$ cat src/rtl/xt_hb_dma.sv
// xt_hb_dma: single-channel word-copy DMA master for the high-speed bus; `XT_HB_DMA_FILL_EN adds pattern-fill mode.
package XT_HBUS_Pkg;
  localparam int HB_ADDR_WIDTH = 32;
  localparam int HB_DATA = 32;
  localparam logic [1:0] HB_WIDTH_WORD = 2'b10;
  typedef struct packed {
    logic                     read;
    logic                     write;
    logic [HB_ADDR_WIDTH-1:0] raddr;
    logic [HB_ADDR_WIDTH-1:0] waddr;
    logic [HB_DATA-1:0]       wdata;
    logic [1:0]               write_width;
  } hb_master_in_t;
endpackage

module xt_hb_dma
  import XT_HBUS_Pkg::*;
#(
  parameter int BUF_DEPTH = 4,
  parameter int LEN_WIDTH = 16
) (
  input  logic                     clk,
  input  logic                     rst_sync,
  input  logic                     cfg_start,
  input  logic                     cfg_abort,
  input  logic [HB_ADDR_WIDTH-1:0] cfg_src,
  input  logic [HB_ADDR_WIDTH-1:0] cfg_dst,
  input  logic [LEN_WIDTH-1:0]     cfg_len,
`ifdef XT_HB_DMA_FILL_EN
  input  logic                     cfg_fill,
  input  logic [31:0]              cfg_pattern,
`endif
  output hb_master_in_t            master_out,
  input  logic                     read_grant,
  input  logic                     write_grant,
  input  logic                     stall_req,
  input  logic [HB_DATA-1:0]       hb_rdata,
  output logic                     busy,
  output logic                     done,
  output logic                     aborted,
  output logic [LEN_WIDTH-1:0]     words_left
);
  localparam int AW = BUF_DEPTH > 1 ? $clog2(BUF_DEPTH) : 1;
  localparam int CW = $clog2(BUF_DEPTH + 1);
  localparam logic [CW-1:0] FULL = CW'(BUF_DEPTH);
  localparam logic [HB_ADDR_WIDTH-1:0] STEP = HB_ADDR_WIDTH'(4);
  localparam logic [HB_ADDR_WIDTH-1:0] ALIGN = ~HB_ADDR_WIDTH'(3);
  typedef enum logic [1:0] {IDLE, READ, WRITE, DONE} state_t;
  state_t state;
  logic [HB_DATA-1:0] mem [2**AW];
  logic [CW-1:0] wp, rp, rp_n;
  logic [HB_ADDR_WIDTH-1:0] src, dst, src_a, dst_a;
  logic rd_ok, wr_ok, last_word;
`ifdef XT_HB_DMA_FILL_EN
  logic fill;
  logic [31:0] pattern;
  logic start_fill;
  logic [31:0] start_pat;
  assign start_fill = cfg_fill;
  assign start_pat = cfg_pattern;
`else
  localparam logic fill = 1'b0;
  localparam logic [31:0] pattern = '0;
  localparam logic start_fill = 1'b0;
  localparam logic [31:0] start_pat = '0;
`endif
  assign src_a = cfg_src & ALIGN;
  assign dst_a = cfg_dst & ALIGN;
  assign rd_ok = master_out.read & read_grant & ~stall_req;
  assign wr_ok = master_out.write & write_grant & ~stall_req;
  assign rp_n = rp + CW'(1);
  assign last_word = words_left == LEN_WIDTH'(1);
  assign busy = state != IDLE;
  assign done = state == DONE;
  always_ff @(posedge clk)
    if (state == READ && rd_ok) mem[wp[AW-1:0]] <= hb_rdata;
  always_ff @(posedge clk) begin
    if (rst_sync) begin
      state <= IDLE;
      master_out <= '0;
      aborted <= 1'b0;
      words_left <= '0;
      src <= '0;
      dst <= '0;
      wp <= '0;
      rp <= '0;
`ifdef XT_HB_DMA_FILL_EN
      fill <= 1'b0;
      pattern <= '0;
`endif
    end else begin
      case (state)
        IDLE: if (cfg_start && !cfg_abort) begin
          src <= src_a;
          dst <= dst_a;
          words_left <= cfg_len;
          aborted <= 1'b0;
          wp <= '0;
          rp <= '0;
`ifdef XT_HB_DMA_FILL_EN
          fill <= cfg_fill;
          pattern <= cfg_pattern;
`endif
          if (cfg_len == '0) state <= DONE;
          else if (start_fill) begin
            state <= WRITE;
            master_out.write <= 1'b1;
            master_out.waddr <= dst_a;
            master_out.wdata <= start_pat;
            master_out.write_width <= HB_WIDTH_WORD;
          end else begin
            state <= READ;
            master_out.read <= 1'b1;
            master_out.raddr <= src_a;
          end
        end
        READ: if (cfg_abort) begin
          state <= DONE;
          aborted <= 1'b1;
          master_out <= '0;
          wp <= '0;
          rp <= '0;
        end else if (rd_ok) begin
          src <= src + STEP;
          words_left <= words_left - LEN_WIDTH'(1);
          wp <= wp + CW'(1);
          if (wp + CW'(1) == FULL || last_word) begin
            state <= WRITE;
            rp <= '0;
            master_out.read <= 1'b0;
            master_out.write <= 1'b1;
            master_out.waddr <= dst;
            // First word of a burst may be arriving this very cycle
            master_out.wdata <= wp == '0 ? hb_rdata : mem[0];
            master_out.write_width <= HB_WIDTH_WORD;
          end else master_out.raddr <= src + STEP;
        end
        WRITE: if (cfg_abort) begin
          state <= DONE;
          aborted <= 1'b1;
          master_out <= '0;
          wp <= '0;
          rp <= '0;
        end else if (wr_ok) begin
          dst <= dst + STEP;
          rp <= rp_n;
          if (fill) words_left <= words_left - LEN_WIDTH'(1);
          if (fill ? last_word : rp_n == wp) begin
            wp <= '0;
            rp <= '0;
            master_out.write <= 1'b0;
            master_out.write_width <= 2'b00;
            if (!fill && words_left != '0) begin
              state <= READ;
              master_out.read <= 1'b1;
              master_out.raddr <= src;
            end else state <= DONE;
          end else begin
            master_out.waddr <= dst + STEP;
            master_out.wdata <= fill ? pattern : mem[rp_n[AW-1:0]];
          end
        end
        DONE: state <= IDLE;
      endcase
    end
  end
endmodule

$ cat config.mk
export PLATFORM = sky130hd
export DESIGN_NAME = xt_hb_dma
export DESIGN_NICKNAME = d
export VERILOG_FILES = /design/src/rtl/xt_hb_dma.sv
export SDC_FILE = /design/constraint.sdc
export NUM_CORES = 1
export LEC_CHECK = 0
export CAP_MARGIN = 10
export CORE_MARGIN = 5
export CORE_UTILIZATION = 55
export CTS_CLUSTER_DIAMETER = 50
export DETAILED_ROUTE_END_ITERATION = 16
export GPL_TIMING_DRIVEN = 0
export PLACE_DENSITY_LB_ADDON = 0.25
export SLEW_MARGIN = 20
export SYNTH_ARGS = -nofsm -noshare
export SYNTH_HDL_FRONTEND = slang
export SYNTH_SLANG_ARGS = --single-unit
$ cat constraint.sdc
create_clock -name clk -period 3.4 [get_ports clk]
set_clock_uncertainty 0.05 [all_clocks]
set_input_delay 0.34 -clock clk [delete_from_list [all_inputs] [get_ports clk]]
set_output_delay 0.34 -clock clk [all_outputs]
set_load 0.1 [all_outputs]
* Word-level counts from Yosys, hierarchy flattened
Memory sizes are Yosys's and may differ from the RTL's.
Index checks and enable logic that the tools add are counted.
** Operators by class
- Add/subtract/negate cells :: 5
- Mux-type cells :: 62
- Equal/unequal tests :: 20
- Bitwise gates (word level) :: 5
- Reductions and logical operators :: 25
** Operator list (number)
- $mux 100 :: 4
- $mux 32 :: 11
- $pmux 66 s2 :: 1
- $pmux 32 s2 :: 2
- $pmux 32 s3 :: 1
- $mux 66 :: 1
- $add 32x3->32 const B :: 2
- $mux 64 :: 1
- $mux 16 :: 3
- $mux 3 :: 12
- $mux 34 :: 1
- $pmux 16 s2 :: 1
- $reduce_and 5->1 :: 5
- $mux 2 :: 11
- $ne 3x3->1 const B :: 6
- $pmux 3 s3 :: 2
- $eq 16x1->1 const B :: 1
- $logic_not 16->1 :: 1
- $reduce_and 8->1 :: 2
- $reduce_bool 16->1 :: 1
- $sub 16x1->16 const B :: 1
- $ne 2x2->1 const B :: 6
- $reduce_bool 2->1 :: 5
- $pmux 2 s4 :: 1
- 21 further kinds :: 35
** Word-level totals
- Logic and storage cells :: 131
- Memories kept :: 1
- Register bits after elaboration :: 189
- Output and inout port bits :: 119
- RAM bits :: 128
** Memories
- mem :: depth 4, bits a word 32, rd ports 2, clocked after memory_dff 0, wr ports 1, RTL line 50 : logic [HB_DATA-1:0] mem [2**AW];

* Depth between registers and ports, before layout
Gate-level depths: netlist of run 1.
- Word-level depth :: 7
- Gate-level depth with buffers :: 11
- Mapped depth without buffers :: 8

* Worst setup path before layout of run 1
OpenSTA, ideal clock, no wires.
- Path type :: register to register
- From :: register words_left[1]
- To :: register master_out[47] (netlist name)
- Buffers on the path :: 2
- Cell stages (with the launch flop) :: 11
- Setup time :: 128 ps
- Arrival time :: 2915 ps
- Setup slack :: 308 ps
- Cell sequence :: dfxtp_1 -> inv_1 -> ha_1 -> nor4b_1 -> a41o_1 -> o211ai_1 -> clkbuf_1 -> clkbuf_1 -> nor3_1 -> a21oi_1 -> nor2_1
** On the way
- Longest elaborated chain between the ends :: 4
** RTL lines
- start: declaration :: RTL line 41 : output logic [LEN_WIDTH-1:0] words_left
- start signal: assignment :: RTL line 96 : words_left <= cfg_len;
- start signal: assignment :: RTL line 125 : words_left <= words_left - LEN_WIDTH'(1);
- start signal: assignment :: RTL line 147 : if (fill) words_left <= words_left - LEN_WIDTH'(1);
- $eq 16x1->1 :: RTL line 72 : assign last_word = words_left == LEN_WIDTH'(1);
- $logic_or 1x1->1 :: RTL line 127 : if (wp + CW'(1) == FULL || last_word) begin
- $ne 3x2->1 (no line)
- $reduce_and 5->1 (no line)
- end: declaration :: RTL line 33 : output hb_master_in_t master_out,
Every way passes these cells.
A chain may end at the register's enable or synchronous reset.

* Final worst setup path of run 1
- From :: register state[0]
- To :: register master_out[75] (netlist name)
** On the way
- Longest elaborated chain between the ends :: 3
- Elaborated cells on any way between the ends :: 13
- Those cells by class :: 9 x eq/ne; 1 x mux; 3 x reduce/logical
** RTL lines
- start: declaration :: RTL line 49 : state_t state;
- start signal: assignment :: RTL line 79 : state <= IDLE;
- start signal: assignment :: RTL line 104 : if (cfg_len == '0) state <= DONE;
- start signal: assignment :: RTL line 106 : state <= WRITE;
- $eq 2x1->1 (tied with other cells) :: RTL line 92 : case (state)
- $ne 3x3->1 (no line) (tied with other cells)
- $reduce_and 8->1 (no line)
Several ways; a longest one is shown, not always the timed one.

==> results of run 1 <==
## kinds of logic (layout without fill, tap and decap cells)
kind of cell,Yosys count,count (layout),synth area share [%]
AND/OR/NAND/NOR,584,584,18.2
AO/OA/AOI/OAI,451,451,18.9
flip-flops,309,309,47.4
buffers and inverters,183,490,4.64
multiplexers,75,75,7.34
XOR/XNOR,38,38,2.25
adder cells (fa/ha/maj),15,15,1.19
other,1,1,0.0238
## sequential cells by signal, summed over array words and instances, names as in the netlist
| register | flops |
|---|---|
| master_out | 96 |
| wp | 3 |
| src | 30 |
| dst | 30 |
| state | 2 |
| words_left | 16 |
| mem | 128 |
| aborted | 1 |
| rp | 3 |
## worst paths after layout
check,start,to,cells after the start
setup / recovery,state[0]$_SDFFE_PP0P_,master_out[75]$_SDFFE_PP0P_,9
hold / removal,rst_sync,dst[27]$_SDFFE_PP0P_,4
setup reg to reg,state[0]$_SDFFE_PP0P_,master_out[75]$_SDFFE_PP0P_,9
hold reg to reg,master_out[56]$_SDFFE_PP0P_,master_out[56]$_SDFFE_PP0P_,2
## metal layers
metal / track usage [%] / routed length (um) / vias to the layer above
li1: - / - / 6759
met1: 48.1 / 22900 / 7440
met2: 57.2 / 27100 / 1037
met3: 6.39 / 6050 / 180
met4: 15.2 / 2620 / 0
met5: 0 / 0 / -
## through the flow
step                      area, um2  utilization [%]  setup slack (ns)
final                         20000             70.2             0.114
after global routing          20000             70.2            0.0155
after CTS                     20000             70.2            0.0497
after detailed placement      18600             65.4            -0.386
after global placement        18500             65.1            -0.520
after floorplan               15700                -             0.308
## cell type report
| class | count | area [um2] |
|---|---|---|
| inverters | 25 | 93.8 |
| plain buffers | 156 | 636 |
| multi-input cells | 1164 | 7580 |
| fillers | 2187 | 8480 |
| clock buffers | 47 | 1030 |
| well taps | 384 | 480 |
| flip-flops and latches | 309 | 7470 |
| clock inverters | 23 | 282 |
| repair buffers | 239 | 2420 |
## power by group through the flow
stage / clock network (mW) / logic (mW) / registers (mW)
after CTS: 4.22 / 9.28 / 4.88
after global placement: 0 / 9.05 / 4.93
after global routing: 4.38 / 9.92 / 4.96
after detailed placement: 0 / 9.15 / 4.95
after floorplan: 0 / 3.99 / 7.18
final: 4.22 / 9.50 / 4.90
## worst min-delay path: stages
cell and delay, ns:
sky130_fd_sc_hd__clkbuf_1 0.27, sky130_fd_sc_hd__nor3_1 0.12, sky130_fd_sc_hd__o21ai_0 0.07, sky130_fd_sc_hd__a31oi_1 0.04
## cells in the final DEF (no fill, tap or decap), types with 11 or more instances in the layout
cell type and n:
sky130_fd_sc_hd__clkdlybuf4s50_1 230, sky130_fd_sc_hd__dfxtp_1 181, sky130_fd_sc_hd__a21oi_1 157, sky130_fd_sc_hd__nand2_1 151, sky130_fd_sc_hd__nor2_1 150, sky130_fd_sc_hd__clkbuf_1 128
sky130_fd_sc_hd__edfxtp_1 128, sky130_fd_sc_hd__o21ai_0 84, sky130_fd_sc_hd__nor3_1 56, sky130_fd_sc_hd__nand3_1 47, sky130_fd_sc_hd__mux2i_1 39, sky130_fd_sc_hd__clkbuf_16 38
sky130_fd_sc_hd__mux4_2 32, sky130_fd_sc_hd__a2111o_1 32, sky130_fd_sc_hd__nand4_1 31, sky130_fd_sc_hd__or3_1 30, sky130_fd_sc_hd__a211oi_1 28, sky130_fd_sc_hd__inv_1 25
sky130_fd_sc_hd__nor4_1 22, sky130_fd_sc_hd__xnor2_1 19, sky130_fd_sc_hd__o22ai_1 18, sky130_fd_sc_hd__a22oi_1 18, sky130_fd_sc_hd__nor2b_1 17, sky130_fd_sc_hd__xor2_1 17
sky130_fd_sc_hd__ha_1 14, sky130_fd_sc_hd__a31oi_1 13, sky130_fd_sc_hd__buf_2 11, sky130_fd_sc_hd__o41ai_1 11, sky130_fd_sc_hd__a21o_1 11
## what timing repair did
| action | CTS | global route |
|---|---|---|
| pin swaps | 1 | 0 |
| buffers inserted | 4 | 0 |
| setup endpoints to repair | 24 | 52 |
| hold endpoints to repair | 0 | 0 |
| resized for setup | 4 | 9 |
==> results.md, run 1 <==
- Status: complete, no violations
- Most common cell in the synthesized netlist: sky130_fd_sc_hd__dfxtp_1
- Final period utilization: 96.7%
- Highest clock frequency the design can meet: 0.304 GHz
- Total via count after detailed routing: 15400
- Clock power frac: around 23%
- Final critical path time including I/O delays and setup: 3.29 ns
- Largest delay share family, worst path: buffers and inverters
- Clock sinks: 309
- Class of the most critical setup path: flip-flop to flip-flop
- Slowest cell on crit path: sky130_fd_sc_hd__clkbuf_1
- Gp weighted congestion: 1.01
- CP endpoint kind: flip-flop
- Highest fanout seen on the critical path: 10
- Pin count of the biggest net entering global routing: 27
- Nets: 2067
- Internal power summed over all cells: 9.41 mW
- Setup slack on the worst flop-to-flop path: about 0.11 ns
- Overall die area: roughly 32000 um2
- Kind of start point of the critical path: flip-flop
- Worst hold margin: around 0.30 ns
- Seq/Total Area, Yosys: 47.4%
- IO Count: ~240
- Instance count of the mapped netlist: 1656
- Hold buffers post-CTS: 0
- Vias per Instance: 6.57
- Switching power total: 9.22 mW
- Max H-tree Level: 2
- Count of input and output buffers: 231
- Max-slew violation count: 0
- Final routed DRC violation total: 0
- Flip-flop and latch count after synthesis: roughly 310
- Share of Yosys cell area claimed by the top area cell type: about a quarter
- Layout-stage area growth over the synthesis result: 27.0%
- Final Power: 18.6 mW
- Y dimension of the die: 179 um
- Share of flip-flops with an asynchronous set or reset after synthesis: 0%
- Worst min-delay path category: primary input to flip-flop
- Most used DFF post-synth: sky130_fd_sc_hd__dfxtp_1
- Worst relative slew slack: 29.9%
- Share of total power in sequential cells: 26.3%
- Global-route wire length before repair: 88100 um
- Ordered list of cells on the worst path: inv_1, ha_1, nor2b_1, clkbuf_1, clkbuf_1, o21ai_0, o311ai_0, o211ai_1, a21oi_1
- Initial DRC count: between 1500 and 2000
- Critical Path RT: around 3.8 ns
- Die Wd: 179 um
- Crit path buffers/inverters: 3
- Count of synthesis-stage warnings from yosys: 0
- Max clock buf depth: 3
- Part of the total power dissipated in combinational logic: 51.0%
- Overall Global Routing Usage: between 30% and 40%
- Commonest cells in the netlist: sky130_fd_sc_hd__dfxtp_1 (181), sky130_fd_sc_hd__a21oi_1 (157), sky130_fd_sc_hd__nand2_1 (151)
- Pwr dens: 932 nW/um2
- Antenna violations before repair: 2
- Leakage power summed over all cells: 6.66 nW
- Via count of the first global-routing pass: 14700
- Remaining global-route overflow: 0
- Placeable core region: 28500 um2
- Core Rows: 62
- Initial core utilization: 55.3%
- Pin slew with the least headroom to its limit: 1.05 ns
- Worst ir drop on vdd: 0.607 mV
- Arrival time worst endpoint: between 3 and 4 ns
- Finish-stage setup viols: 0
- Unrepaired setup endpoints after global routing: false
- Cell count after placement: 2275
- Biggest area contributors in the synthesized netlist: sky130_fd_sc_hd__edfxtp_1 (24%), sky130_fd_sc_hd__dfxtp_1 (23%), sky130_fd_sc_hd__a21oi_1 (5.0%), sky130_fd_sc_hd__mux4_2 (4.6%), sky130_fd_sc_hd__nand2_1 (3.6%)
- Diode count: 0
- Number of enable-type register cells in the synthesized netlist: 128
- Fraction of power spent switching nets: between 40% and 50%
- Count of distinct cell types in the synthesized netlist: 81
- Max-cap check violation count: 0
- Clock insertion delay at the later pin of the skew report: between 0.5 and 0.6 ns
- Dpl hpwl: roughly 42000 um
- Clock tree from TritonCTS: done
- Largest stage delay on the critical path: approximately 0.64 ns
- Fraction of final layout cells with drive strength greater than 1: 7.79%
- Root Buffer: sky130_fd_sc_hd__clkbuf_16
- Clk pin slew, worst setup/hold paths: 0.06 ns
- Clock buffers created by TritonCTS: 38
- Layout Cells excl Fill: around 2300
- Most numerous cell on the critical path: sky130_fd_sc_hd__clkbuf_1
- Drt pass-1 iters: 8
- Overall routed net length: around 60000 um
- Avg Cell Area, Syn: 9.51 um2
- Post-synthesis cell type with the largest combined area: sky130_fd_sc_hd__edfxtp_1
- Synthesized netlist net count: 1790
- Final setup TNS: 0 ns
- Number of failing hold endpoints at the final stage: 0
- Final ANT Viol Nets: 0
- Drt wl/cell: about 25 um
- Post-Syn Area: 15700 um2
Power figures use the tool's default switching activity.
==> run 2: changes to the inputs <==
- CELL_PAD_IN_SITES_DETAIL_PLACEMENT: not set -> 1
- CELL_PAD_IN_SITES_GLOBAL_PLACEMENT: not set -> 2
- CORE_UTILIZATION: 55 -> 34
- SLEW_MARGIN: 20 -> not set
==> run 2 against run 1 <==
  * Die area increased by 58%
  * Sequential power hardly changed
  * Largest power group unchanged
  * Clock power grew 14%
  * Critical path depth is the same
  * Global-route usage down 11 points
  * Combinational power grew 2.9%
  * Largest cell class unchanged
  * Design area grew 2.5%
  * Non-clock buffer count shrank 1
  * Via count is 3.2% lower
  * Core utilization shrank 25 points
  * Total power is 4.7% higher
==> results.md, run 2 (same netlist as run 1, synthesis figures left out) <==
- Overall routed net length: 66000 um (+12%)
- Class of the most critical setup path: flip-flop to flip-flop
- Number of cells on the worst reg-to-reg path: 9 (unchanged)
- Most numerous cell on the critical path: sky130_fd_sc_hd__clkbuf_1
- Initial core utilization: 34.5% (-21 points)
- Number of fill cells in the layout: 5149 (+140%)
- Final ANT Viol Nets: 0 (unchanged)
- Critical Path RT: 3.86 ns (+0.04 ns)
- Clock insertion delay at the later pin of the skew report: 0.60 ns (+0.06 ns)
- Number of failing hold endpoints at the final stage: 0 (unchanged)
- Arrival time worst endpoint: 3.73 ns (+0.03 ns)
- Max clock buf depth: 3 (unchanged)
- Via count of the first global-routing pass: 15600 (+5.7%)
- Initial DRC count: 1051 (-42%)
- Max-slew violation count: 0 (unchanged)
- Kind of start point of the critical path: flip-flop
- Endpoint of the worst-slack reg-to-reg timing path: master_out[73]$_SDFFE_PP0P_
- Clock buffers created by TritonCTS: 44 (+16%)
- Antenna violations before repair: 6 (+4)
- Clock tree from TritonCTS: done
- Gp weighted congestion: 0.927 (-7.8%)
- Layout-stage area growth over the synthesis result: 30.2%
- Count of input and output buffers: 231 (unchanged)
- Max-cap check violation count: 0 (unchanged)
- Drt pass-1 iters: 5 (-3)
- Met3 track demand over resource in global routing: 4.82% (-1.6 points)
- Pwr dens: 951 nW/um2 (+2.1%)
- Global-route wire length before repair: 98600 um (+12%)
- Worst min-delay path category: primary input to flip-flop
- Remaining global-route overflow: 0 (unchanged)
- CP endpoint kind: flip-flop
- Hold path start: rst_sync
- Fraction of final layout cells with drive strength greater than 1: 8.76% (+0.97 points)
- Worst Setup EP: master_out[73]$_SDFFE_PP0P_
- Clock sinks: 309 (unchanged)
- Fin util: 45.0% (-25 points)
- Setup ws final: 0.135 ns (+0.0211 ns)
- Final routed DRC violation total: 0 (unchanged)
- Highest-utilization routing layer at the global route stage: met2
- Most frequent standard cell in the layout excluding fill and tap cells: sky130_fd_sc_hd__clkdlybuf4s50_1
- Placeable core region: 45600 um2 (+60%)
- Ordered list of cells on the worst path: inv_1, ha_1, nor2b_1, clkbuf_1, clkbuf_1, o21ai_0, o311ai_0, o211ai_1, a21oi_1
- IO Count: 238 (unchanged)
- Status: complete, no violations
- Core Rows: 78 (+26%)
- Pre-CTS setup slack: -0.856 ns (-0.470 ns)
- Final critical path time including I/O delays and setup: 3.27 ns (-0.0211 ns)
- Setup slack on the worst flop-to-flop path: 0.13 ns (+0.02 ns)
- Finish-stage setup viols: 0 (unchanged)
- Worst setup path startpoint: state[0]$_SDFFE_PP0P_
- Y dimension of the die: 225 um (+26%)
- Overall Global Routing Usage: 25.2% (-11 points)
- Max H-tree Level: 2 (unchanged)
- Cell count after placement: 2491 (+9.5%)
- Root Buffer: sky130_fd_sc_hd__clkbuf_16
- Met1 GRT Util: 33.7% (-14 points)
- Nets: 2072 (+0.24%)
- Drt wl/cell: 25.6 um (+2.5%)
- Worst ir drop on vdd: 1.00 mV (+65%)
- Leakage power summed over all cells: 6.77 nW (+1.6%)
- Total via count after detailed routing: 14900 (-3.2%)
- Top library cells by usage in the layout, fill and taps aside: sky130_fd_sc_hd__clkdlybuf4s50_1 (230), sky130_fd_sc_hd__dfxtp_1 (181), sky130_fd_sc_hd__a21oi_1 (157), sky130_fd_sc_hd__nand2_1 (151), sky130_fd_sc_hd__nor2_1 (150)
- Pin count of the biggest net entering global routing: 33 (+22%)
- Overall die area: 50700 um2 (+58%)
- Final setup TNS: 0 ns (unchanged)
- Layout Cells excl Fill: 2575 (+9.7%)
- Dpl hpwl: 47100 um (+13%)
- Clk pin slew, worst setup/hold paths: 0.06 ns (about the same)
- Vias per Instance: 5.80 (-12%)
- Die Wd: 225 um (+26%)
- Final period utilization: 96.0% (-0.62 points)
- Highest fanout seen on the critical path: 10 (unchanged)
- Reg-to-Reg Start: state[0]$_SDFFE_PP0P_
- Unrepaired setup endpoints after global routing: false
- Worst relative slew slack: 26.5% (-3.4 points)
- Slowest cell on crit path: sky130_fd_sc_hd__clkbuf_1
- Highest clock frequency the design can meet: 0.306 GHz (+0.65%)
- Largest stage delay on the critical path: 0.66 ns (+0.02 ns)
- Global-route met2 utilization: 41.8% (-15 points)
- Pin slew with the least headroom to its limit: 1.10 ns (+0.0508 ns)
- Hold buffers post-CTS: 0 (unchanged)
- Max reg flops: 128 (unchanged)
[run 2: changes by cell type in the layout (fill, tap and decap cells not counted), moves of 2 or more]
cell and delta:
sky130_fd_sc_hd__clkinvlp_4 +5, sky130_fd_sc_hd__clkbuf_1 -4, sky130_fd_sc_hd__inv_8 -2, sky130_fd_sc_hd__buf_1 -2
sky130_fd_sc_hd__clkinv_1 -2, sky130_fd_sc_hd__clkbuf_8 -3, sky130_fd_sc_hd__clkbuf_16 +7, sky130_fd_sc_hd__clkinv_4 +3
sky130_fd_sc_hd__clkbuf_2 +5
[run 2: how the worst min path moves through the flow]
stage | slack (ns) | cells past startpoint | endpoint
2_1_floorplan | 0.39 | 0 | mem[0][0]$_DFFE_PP_
3_3_place_gp | 0.39 | 2 | master_out[62]$_SDFFE_PP0P_
3_5_place_dp | 0.39 | 2 | master_out[80]$_SDFFE_PP0P_
4_1_cts | 0.29 | 4 | dst[27]$_SDFFE_PP0P_
5_1_grt | 0.34 | 3 | master_out[83]$_SDFFE_PP0P_
6_report | 0.31 | 4 | dst[27]$_SDFFE_PP0P_
[run 2: metrics by stage]
stage	hold WS [ns]	power [mW]	instance area, um2
3_3_place_gp	0.393	14.4	18800
6_report	0.308	19.5	20500
5_1_grt	0.339	20.3	20500
2_1_floorplan	0.389	11.2	15700
3_5_place_dp	0.395	14.5	18900
4_1_cts	0.293	19.4	20500
[run 2: area by class of cell]
type	count	area (um2)	area share, %
multi-input combinational	1164	7580	37.0
sequential	309	7470	36.4
tap	600	751	3.66
inverter	25	93.8	0.458
antenna	1	2.50	0.0122
clock inverter	29	344	1.68
timing repair buffer	239	2430	11.9
buffer	155	647	3.16
clock buffer	53	1180	5.74
[run 2: where the power goes]
| part | switching (mW) | internal (mW) |
|---|---|---|
| Clock | 1.89 | 2.89 |
| Combinational | 7.24 | 2.54 |
| Sequential | 0.520 | 4.41 |
| Total | 9.65 | 9.85 |
[run 2: repair_timing]
action                                  CTS  global route
setup buffers                             2             2
pin swaps                                 1             1
endpoints found under the setup margin  135            45
gates resized for setup                  10            16
[run 2: layer usage]
metal  vias to the layer above  routed length [um]
met5                         -                  52
met4                         8                2150
met3                       139                4200
met2                       530               31100
met1                      7497               28500
li1                       6753                   -
[run 2: critical path, delay by kind of cell, from the launching register on]
| family | cells | cell delay, ns |
|---|---|---|
| AOI/OAI and AO/OA | 4 | 0.81 |
| adders and majority gates | 1 | 0.26 |
| buffers and inverters | 3 | 1.32 |
| DFF | 1 | 0.34 |
| and+or+nand+nor | 1 | 0.39 |
==> run 3: changes to the inputs <==
- PLACE_DENSITY_LB_ADDON: 0.25 -> 0.1
==> run 3 against run 2 <==
  * Total power rose by 0.31%
  * Design area did not move
  * Sequential share of layout area did not move
  * Global-route usage rose by 0.28 points
  * Via count fell by 1.2%
  * First-iteration DRC count fell by 20%
  * Largest power group unchanged
  * Clock-buffer cell count rose by 9
  * Wire length barely moved
  * Register-to-register slack improved by 0.02 ns
  * Largest cell class unchanged
  * Flip-flop and latch count did not move
  * Hold slack got worse by 0.024 ns
==> results.md, run 3 (same netlist as run 1, synthesis figures left out) <==
- Endpoint, Worst Hold: dst[27]$_SDFFE_PP0P_
- Max-slew violation count: 0 (unchanged)
- Remaining global-route overflow: 0 (unchanged)
- Pwr dens: 954 nW/um2 (+0.31%)
- Pin slew with the least headroom to its limit: 1.25 ns (+0.151 ns)
- Unrepaired setup endpoints after global routing: false
- Largest delay share family, worst path: buffers and inverters
- Worst min-delay path category: primary input to flip-flop
- Status: complete, no violations
- Placeable core region: 45600 um2 (unchanged)
- Core Rows: 78 (unchanged)
- Overall Global Routing Usage: 25.5% (+0.28 points)
- Clk pin slew, worst setup/hold paths: 0.05 ns (about the same)
- Total via count after detailed routing: 14700 (-1.2%)
- Critical Path RT: 3.81 ns (-0.05 ns)
- Endpoint of the worst-slack reg-to-reg timing path: master_out[81]$_SDFFE_PP0P_
- Clock tree from TritonCTS: done
- Max reg flops: 128 (unchanged)
- Final critical path time including I/O delays and setup: 3.24 ns (-0.0221 ns)
- Worst relative slew slack: 15.9% (-11 points)
- Highest fanout seen on the critical path: 10 (unchanged)
- Most numerous cell on the critical path: sky130_fd_sc_hd__clkbuf_1
- Nets: 2072 (unchanged)
- Leakage power summed over all cells: 6.79 nW (+0.30%)
- Number of failing hold endpoints at the final stage: 0 (unchanged)
- Fraction of final layout cells with drive strength greater than 1: 8.76% (about the same)
- Worst hold margin: 0.284 ns (-0.0244 ns)
- Drt wl/cell: 25.6 um (about the same)
- Hold path start: rst_sync
- Overall die area: 50700 um2 (unchanged)
- Setup slack on the worst flop-to-flop path: 0.16 ns (+0.02 ns)
- Max clock buf depth: 3 (unchanged)
- Class of the most critical setup path: flip-flop to flip-flop
- Clock buffers created by TritonCTS: 46 (+4.5%)
- Reg-to-Reg Start: state[0]$_SDFFE_PP0P_
- Count of input and output buffers: 231 (unchanged)
- Number of cells on the worst reg-to-reg path: 6 (-3)
- Instance area at placement: 18900 um2 (-0.17%)
- Clock insertion delay at the later pin of the skew report: 0.57 ns (-0.03 ns)
- Final ANT Viol Nets: 0 (unchanged)
- Arrival time worst endpoint: 3.65 ns (-0.08 ns)
- Worst ir drop on vdd: 0.691 mV (-31%)
- Overall routed net length: 66000 um (about the same)
- Worst hold path cell count: 4 (unchanged)
- Max H-tree Level: 2 (unchanged)
- Initial DRC count: 839 (-20%)
- Final routed DRC violation total: 0 (unchanged)
- CP endpoint kind: flip-flop
- IO Count: 238 (unchanged)
- Die Wd: 225 um (unchanged)
- Root Buffer: sky130_fd_sc_hd__clkbuf_16
- Largest stage delay on the critical path: 0.75 ns (+0.09 ns)
- Max-cap check violation count: 0 (unchanged)
- Drt pass-1 iters: 5 (unchanged)
- Most frequent standard cell in the layout excluding fill and tap cells: sky130_fd_sc_hd__clkdlybuf4s50_1
- Y dimension of the die: 225 um (unchanged)
- Vias per Instance: 5.72 (-1.3%)
- Highest clock frequency the design can meet: 0.308 GHz (+0.68%)
- Top library cells by usage in the layout, fill and taps aside: sky130_fd_sc_hd__clkdlybuf4s50_1 (230), sky130_fd_sc_hd__dfxtp_1 (181), sky130_fd_sc_hd__a21oi_1 (157), sky130_fd_sc_hd__nand2_1 (151), sky130_fd_sc_hd__nor2_1 (149)
- Via count of the first global-routing pass: 15400 (-1.2%)
- Gp weighted congestion: 0.914 (-1.3%)
- Clock sinks: 309 (unchanged)
- Kind of start point of the critical path: flip-flop
- Crit path buffers/inverters: 3 (unchanged)
- Dpl hpwl: 47700 um (+1.2%)
- Pin count of the biggest net entering global routing: 33 (unchanged)
- Finish-stage setup viols: 0 (unchanged)
- Initial core utilization: 34.5% (unchanged)
- Ordered list of cells on the worst path: inv_1, ha_2, clkbuf_1, clkbuf_1, o311ai_0, a31o_2
- Slowest cell on crit path: sky130_fd_sc_hd__clkbuf_1
- Global-route wire length before repair: 99100 um (+0.55%)
- Layout-stage area growth over the synthesis result: 30.2% (unchanged)
- Final period utilization: 95.4% (-0.65 points)
- Antenna violations before repair: 7 (+1)
- Post-route design area: 20500 um2 (unchanged)
==> run 3: worst reg2reg max path: cells and delay by family (launching register included) <==
kind / cells / cell delay (ns)
AO/OA/AOI/OAI: 2 / 0.83
flip-flops: 1 / 0.39
buffers and inverters: 3 / 1.44
adder cells (fa/ha/maj): 1 / 0.42
==> run 3: timing repair <==
item,4_1_cts,5_1_grt
endpoints found under the setup margin,188,201
setup buffers,3,2
pin swaps,1,1
hold buffers,0,0
resized for setup,10,27
==> run 3: routing by layer <==
layer / vias up / track usage [%] / wire [um]
met1: 7401 / 33.1 / 28700
met4: 8 / 7.38 / 1770
met2: 436 / 43.6 / 31900
met5: - / 0 / 42
met3: 110 / 4.88 / 3640
li1: 6786 / - / -
==> run 3: per-stage QoR <==
step	setup slack, ns	util (%)	std cells	TNS (ns)	power (mW)
detailed placement	-0.701	41.4	2489	-45.76	14.6
finish	0.157	45.0	2576	0	19.6
CTS	0.00141	44.9	2576	0	19.6
global route	0.0163	45.0	2576	0	20.5
floorplan	0.308	-	1656	0	11.2
global placement	-0.687	41.3	2487	-116.67	14.5
==> run 3: final cells by class <==
| cell class | count | area, um2 |
|---|---|---|
| multi-input combinational | 1164 | 7590 |
| antenna | 1 | 2.50 |
| tap | 600 | 751 |
| sequential | 309 | 7470 |
| clock inverter | 23 | 295 |
| clock buffer | 62 | 1260 |
| fill | 5159 | 25100 |
| timing repair buffer | 238 | 2400 |
| inverter | 25 | 93.8 |
| buffer | 154 | 642 |
==> run 3: worst max path at each step <==
stage                          startpoint                     endpoint  slack [ns]  cells after the start
2_1_floorplan  words_left[1]$_SDFFE_PP0P_  master_out[47]$_SDFFE_PP0P_        0.31                     10
3_3_place_gp                    cfg_abort  master_out[74]$_SDFFE_PP0P_       -0.69                      8
3_5_place_dp                    cfg_abort  master_out[74]$_SDFFE_PP0P_       -0.70                      8
4_1_cts                rp[1]$_SDFFE_PP0P_  master_out[74]$_SDFFE_PP0P_       0.001                      9
5_1_grt             state[1]$_SDFFE_PP0P_         src[25]$_SDFFE_PP0P_        0.02                      9
6_report            state[0]$_SDFFE_PP0P_  master_out[81]$_SDFFE_PP0P_        0.16                      6
==> run 3: where the power goes <==
| group | switching [mW] | internal (mW) |
|---|---|---|
| combinational | 7.23 | 2.53 |
| sequential | 0.512 | 4.41 |
| clock | 1.81 | 3.07 |
| total | 9.55 | 10.0 |
